### config.mk
export PLATFORM = sky130hd
export DESIGN_NAME = refill_arbiter
export DESIGN_NICKNAME = d
export VERILOG_FILES = /design/src/rtl/refill_arbiter.sv
export SDC_FILE = /design/constraint.sdc
export NUM_CORES = 1
export LEC_CHECK = 0
export CORE_ASPECT_RATIO = 1.4
export CORE_MARGIN = 3
export CORE_UTILIZATION = 25
export DETAILED_ROUTE_END_ITERATION = 16
export DONT_BUFFER_PORTS = 1
export GPL_ROUTABILITY_DRIVEN = 0
export HOLD_SLACK_MARGIN = 0.06
export PLACE_DENSITY = 0.45
export SETUP_SLACK_MARGIN = 0.15
export SLEW_MARGIN = 20
export SYNTH_ARGS = -nofsm -noshare
export SYNTH_HDL_FRONTEND = slang
export SYNTH_SLANG_ARGS = --single-unit
### constraint.sdc
create_clock -name clk -period 2.9 [get_ports clk]
set_input_delay 0.435 -clock clk [delete_from_list [all_inputs] [get_ports clk]]
set_output_delay 0.435 -clock clk [all_outputs]
set_load 0.05 [all_outputs]
### src/rtl/refill_arbiter.sv
// refill_arbiter: round-robin I$/D$ line refill onto one burst read port.
// Define REFILL_ARBITER_CRITICAL_WORD_FIRST_EN for wrapping critical-word-first bursts.
module refill_arbiter #(
  parameter int LINE_WORDS = 8,
  parameter int ADDR_WIDTH = 32,
  localparam int IW = $clog2(LINE_WORDS)
) (
  input  logic                  clk,
  input  logic                  rst_n,
  input  logic                  ic_req,
  input  logic [ADDR_WIDTH-1:0] ic_addr,
  output logic                  ic_ack,
  input  logic                  ic_cancel,
  output logic                  ic_rvalid,
  output logic [31:0]           ic_rdata,
  output logic [IW-1:0]         ic_ridx,
  output logic                  ic_rlast,
  input  logic                  dc_req,
  input  logic [ADDR_WIDTH-1:0] dc_addr,
  output logic                  dc_ack,
  output logic                  dc_rvalid,
  output logic [31:0]           dc_rdata,
  output logic [IW-1:0]         dc_ridx,
  output logic                  dc_rlast,
  output logic                  mem_arvalid,
  input  logic                  mem_arready,
  output logic [ADDR_WIDTH-1:0] mem_araddr,
  output logic [3:0]            mem_arlen,
  output logic [1:0]            mem_arburst,
  input  logic                  mem_rvalid,
  input  logic [31:0]           mem_rdata,
  input  logic                  mem_rlast,
  output logic                  mem_rready,
  output logic                  busy,
  output logic                  burst_err
);

  localparam logic [1:0] IDLE  = 2'd0;
  localparam logic [1:0] ADDR  = 2'd1;
  localparam logic [1:0] DATA  = 2'd2;
  localparam logic [1:0] DRAIN = 2'd3;
  localparam logic [IW-1:0] LAST = IW'(LINE_WORDS - 1);

  logic [1:0]            state, state_nx;
  logic                  owner_dc, last_dc, drop;
  logic [ADDR_WIDTH-1:0] addr_q, ar_addr;
  logic [IW-1:0]         cnt, off, ridx;
  logic [1:0]            burst;
  logic                  ic_ok, grant, grant_dc;
  logic                  beat, final_beat, ic_kill, fwd;

`ifdef REFILL_ARBITER_CRITICAL_WORD_FIRST_EN
  localparam logic [ADDR_WIDTH-1:0] MASK = ~ADDR_WIDTH'(3);
  assign off   = addr_q[IW+1:2];
  assign burst = 2'b10;
`else
  localparam logic [ADDR_WIDTH-1:0] MASK = ~ADDR_WIDTH'(LINE_WORDS * 4 - 1);
  assign off   = '0;
  assign burst = 2'b01;
`endif

  assign ar_addr    = addr_q & MASK;
  assign ic_ok      = ic_req & ~ic_cancel;
  assign grant      = (state == IDLE) & (ic_ok | dc_req);
  assign grant_dc   = dc_req & (~ic_ok | ~last_dc);
  assign beat       = mem_rvalid & mem_rready;
  assign final_beat = beat & (cnt == LAST);
  assign ic_kill    = ic_cancel & ~owner_dc;

  always_comb begin
    state_nx = state;
    unique case (state)
      IDLE:  if (grant) state_nx = ADDR;
      ADDR:  if (mem_arready) state_nx = (drop | ic_kill) ? DRAIN : DATA;
      DATA: begin
        if (final_beat)   state_nx = IDLE;
        else if (ic_kill) state_nx = DRAIN;
      end
      DRAIN: if (final_beat) state_nx = IDLE;
      default: state_nx = IDLE;
    endcase
  end

  always_ff @(posedge clk or negedge rst_n) begin
    if (!rst_n) begin
      state     <= IDLE;
      owner_dc  <= 1'b0;
      last_dc   <= 1'b1;
      drop      <= 1'b0;
      addr_q    <= '0;
      cnt       <= '0;
      ic_ack    <= 1'b0;
      dc_ack    <= 1'b0;
      burst_err <= 1'b0;
    end else begin
      state  <= state_nx;
      ic_ack <= grant & ~grant_dc;
      dc_ack <= grant & grant_dc;
      if (grant) begin
        owner_dc <= grant_dc;
        last_dc  <= grant_dc;
        drop     <= 1'b0;
        addr_q   <= grant_dc ? dc_addr : ic_addr;
      end else if (state == ADDR && ic_kill) begin
        drop <= 1'b1;
      end
      if (beat) cnt <= cnt + 1'b1;
      // termination follows the counter; rlast only feeds the error flag
      if (beat && (mem_rlast != (cnt == LAST))) burst_err <= 1'b1;
    end
  end

  assign busy        = state != IDLE;
  assign mem_arvalid = state == ADDR;
  assign mem_araddr  = mem_arvalid ? ar_addr : '0;
  assign mem_arlen   = mem_arvalid ? 4'(LINE_WORDS - 1) : 4'd0;
  assign mem_arburst = mem_arvalid ? burst : 2'b00;
  assign mem_rready  = (state == DATA) | (state == DRAIN);

  assign fwd  = beat & (state == DATA);
  assign ridx = cnt + off;

  assign ic_rvalid = fwd & ~owner_dc & ~ic_cancel;
  assign ic_rdata  = ic_rvalid ? mem_rdata : '0;
  assign ic_ridx   = ic_rvalid ? ridx : '0;
  assign ic_rlast  = ic_rvalid & (cnt == LAST);

  assign dc_rvalid = fwd & owner_dc;
  assign dc_rdata  = dc_rvalid ? mem_rdata : '0;
  assign dc_ridx   = dc_rvalid ? ridx : '0;
  assign dc_rlast  = dc_rvalid & (cnt == LAST);

endmodule

======== After elaboration in Yosys (flattened, before gate mapping) ========
Cells that the tools add are included.
storage, ports and cells
  flip-flop bits (word level) ............. 43
  output and inout port bits .............. 118
  bits of input ports ..................... 104
operators by class
  add/sub/neg operators ................... 1
  multiplexer cells ....................... 17
  bitwise logic cells ..................... 23
  equal/unequal tests ..................... 9
  reductions and logical operators ........ 6
operators with widths
  operator               count
  $mux W32               4
  $and A1 B1 Y1          14
  $mux W2                5
  $mux W3                3
  $pmux W2 S4            1
  $not A1 Y1             5
  $eq A2 B2 Y1 const B   2
  $mux W1                4
  $ne A2 B2 Y1 const B   2
  $or A1 B1 Y1           4
  $reduce_and A4 Y1      1
  $reduce_bool A2 Y1     2
  $add A3 B1 Y3 const B  1
  $eq A3 B3 Y1 const B   1
  $ne A3 B3 Y1 const B   1
  $eq A2 B1 Y1 const B   1
  $logic_and A1 B1 Y1    2
  $logic_not A2 Y1       1
  $ne A2 B1 Y1 const B   1
  $ne A1 B1 Y1           1

======== Longest topological paths before layout ========
  depth in word-level cells ............... 7
  depth in mapped cells ................... 5
  gate-level depth less buffers ........... 5

======== Worst setup path after synthesis ========
Ideal clock, no wire load.
  kind .................................... flip-flop to output port
  start ................................... register state[1]
  end ..................................... output mem_araddr[23]
  stages on the path, launching flop included .. 5
  setup slack ............................. 642 ps
  arrival time ............................ 1823 ps
  data required time ...................... 2465 ps
  cells stage by stage .................... dfrtp_1 buf_4 nor2b_1 clkbuf_1 and2_1
between the ends
  cells in the longest elaborated chain, start to end .. 2
RTL lines
  what                    RTL line  text
  start, declared         44        logic [1:0] state, state_nx;
  start signal, assigned  96        state <= state_nx;
  $eq A2 B1 Y1            114       assign mem_arvalid = state == ADDR;
  via mem_arvalid         25        output logic mem_arvalid,
  $mux W32                115       assign mem_araddr = mem_arvalid ? ar_addr : '0;
  end, declared           27        output logic [ADDR_WIDTH-1:0] mem_araddr,
The timed path passes the listed nets, and every way through them passes these cells.

======== Worst setup path after layout ========
  start ................................... register state[0]
  end ..................................... output mem_araddr[11]
between the ends
  cells in the longest elaborated chain, start to end .. 2
RTL lines
  what          RTL line
  $eq A2 B1 Y1  114
  $mux W32      115
No other way between the ends.

==> reports/results.ini <==
[run_status]
status = finished clean

[global_route]
grt_pass1_wl_um = 13900
grt_pass1_vias = 2491
overflow = 0
grt_max_degree = 39
antenna_found_initial = 0
grt.total_usage_pct = 14.9

[yosys]
ys_seq_elements = 38
yosys_warnings = 0
synth_cell_type_count = 29
ys_seq_area_share_pct = 36.0
syn_inst = 317
syn_area_sq_mm = 0.00265
avgSynthCellArea_sq_um = 8.35

[timing]
timing_hold_violations_final = 0
relSlewSlack_pct = 57.7
fmax_mhz = 402
finalClockSkew_ns = 0.00538
totalNegativeSetupSlack_ns = 0
worst_pin_slew_ns = 0.633
drv_slew = 0
period_minus_slack_ns = 2.49
final_min_period_over_clock_period_pct = 85.9
setup_viol = 0
rsz0062_at_grt = false

[critical_path]
crit_family = simple AND/OR/NAND/NOR gates
r2r_start = state[1]$_DFFE_PN0P_
startpoint_type = flop
path_max_fanout = 30
path_cells = nor2b_4, and2_1
slowest_stage = nor2b_4
required_ns = 2.47
crit_start = state[0]$_DFFE_PN0P_
path_buf_inv = 0
worstSetupPathType = reg2out
worst_path_largest_cell_delay_ns = 0.64
cp.arrival_ns = 2.06
worst_setup_path_end_kind = primary output

[clock_network]
cts_tree = built
postCtsSetupRepairBufs = 0
clock_latency_ns = 0.28
post_cts_resized = 0
cts_hold_buf = 2
clk_path_buf_depth = 2
htree_num_levels = 2
root_buffer = clkbuf_16
cts_buffers = 5
numClockSinks = 38
path_clk_slew_ns = 0.06

[floorplanning]
ios = 222
start_util_pct = 26.2
dieWidth_um = 93.0
die_y_um = 128
die_area_sq_mm = 0.0119
fp-row-count = 43
core_sq_mm = 0.0101

[placed_design]
post-dp-hpwl_um = 7060
port_buffers = 0
placed_area_sq_mm = 0.00423

[flow_run]
maxCapViolCount = 0

[power_and_ir_drop]
finalPower_mw = 3.57
cellPowerDensity_mw_per_mm2 = 812
p_leak_nw = 1.98
ir_worst_vdd_v = 0.000430

[layout]
drive_gt1_share_pct = 27.6
fin_area_sq_mm = 0.00440
final_common_cell = and2_1
area_growth_pct = 66.2
fin_nets = 493
fill_cells = 1029
final_cell_mix = and2_1 (100), buf_12 (75), inv_1 (59)
num_antenna_cells = 0

[route]
dr.pass1.iters = 4
vias_per_cell = 4.54
vias = 2377
drtIter0Drc = 48
post_drt_wl_per_cell_um = 17.0
ant_nets = 0
drcViolationCount = 0
drt-total-wl_um = 8900

[hold_path]
hold_path_startpoint = ic_addr[20]
hold_path.class = in2reg

[cell type report]
| type | count | area, sq um | share of cell area [%] |
|---|---|---|---|
| timing repair buffer | 91 | 1620 | 36.9 |
| multi-input combinational | 192 | 1290 | 29.4 |
| sequential | 38 | 952 | 21.7 |
| inverter | 59 | 221 | 5.04 |
| tap | 135 | 169 | 3.84 |
| clock buffer | 6 | 129 | 2.93 |
| clock inverter | 2 | 10.0 | 0.228 |
[worst reg2reg max path, cell delays in order (launching register included)]
cell and delay [ns]:
dfrtp_1 0.44, buf_4 0.24, nor2_1 0.23, o21a_1 0.16, buf_4 0.32, o221ai_1 0.20
[kinds of logic (layout without fill, tap and decap cells)]
kind of cell	Yosys count	after routing	synth area share, %
other	1	7	0.142
XOR/XNOR	2	2	0.662
multiplexers	2	2	0.851
AND/OR/NAND/NOR	145	145	34.5
buffers and inverters	93	158	16.3
adder cells (fa/ha/maj)	2	2	0.945
AO/OA/AOI/OAI	34	34	10.6
flip-flops	38	38	36.0
[metal layers]
layer,GRT usage [%],up-vias,wire length [um]
met4,4.23,0,118
met3,6.46,9,1180
met5,0,-,0
met1,14.9,1088,3040
li1,-,1128,-
met2,27.8,152,4570
[cell usage after synthesis]
cell type	count	area, sq um
nor2_1	2	7.51
nor4_4	1	21.3
mux2_2	2	22.5
and2_1	100	626
o21ai_0	4	20.0
nor3_1	2	10.0
xnor2_1	2	17.5
nand3_2	2	20.0
nand3_1	26	130
nor4b_4	1	23.8
dfrtp_1	37	926
nand2_4	1	11.3
dfstp_2	1	26.3
o221ai_1	27	236
nand2b_1	1	6.26
buf_4	14	105
ha_1	2	25.0
nor2b_1	3	18.8
buf_2	6	30.0
clkbuf_1	11	41.3
inv_1	59	221
nand2_1	4	15.0
conb_1	1	3.75
o21bai_1	1	7.51
nor3_4	1	16.3
o21a_1	1	7.51
nand3b_1	1	7.51
o32ai_1	1	8.76
buf_6	3	33.8
[final timing paths]
kind | cells past startpoint | slack (ns) | to
setup reg to reg | 5 | 1.17 | addr_q[27]$_DFFE_PN0N_
hold / removal | 2 | 0.29 | addr_q[20]$_DFFE_PN0N_
hold reg to reg | 2 | 0.49 | last_dc$_DFFE_PN1N_
min in group asynchronous | 2 | 0.63 | addr_q[29]$_DFFE_PN0N_
max in group asynchronous | 2 | 2.01 | last_dc$_DFFE_PN1N_
setup / recovery | 2 | 0.41 | mem_araddr[11]
[sequential cells by signal (all words and copies together), names as in the netlist]
register / flops
dc_ack: 1
state: 2
ic_ack: 1
drop: 1
cnt: 3
burst_err: 1
addr_q: 27
last_dc: 1
owner_dc: 1
[power breakdown]
part,leakage (nW),internal [mW],total (mW),switching [mW]
Sequential,0.458,0.785,0.959,0.174
Clock,0.0706,0.315,0.520,0.204
Combinational,1.46,0.727,2.09,1.37
[metrics by stage]
| stage | utilization [%] | setup WS [ns] | hold slack, ns | cells |
|---|---|---|---|---|
| detailed placement | 41.8 | 0.674 | 0.141 | 513 |
| CTS | 43.5 | 0.348 | 0.288 | 523 |
| finish | 43.5 | 0.410 | 0.294 | 523 |
| global route | 43.5 | 0.231 | 0.301 | 523 |
| floorplan | - | 0.642 | 0.139 | 323 |
| global placement | 41.8 | 0.681 | 0.141 | 513 |
No activity file was read; power rests on OpenSTA's default activity.
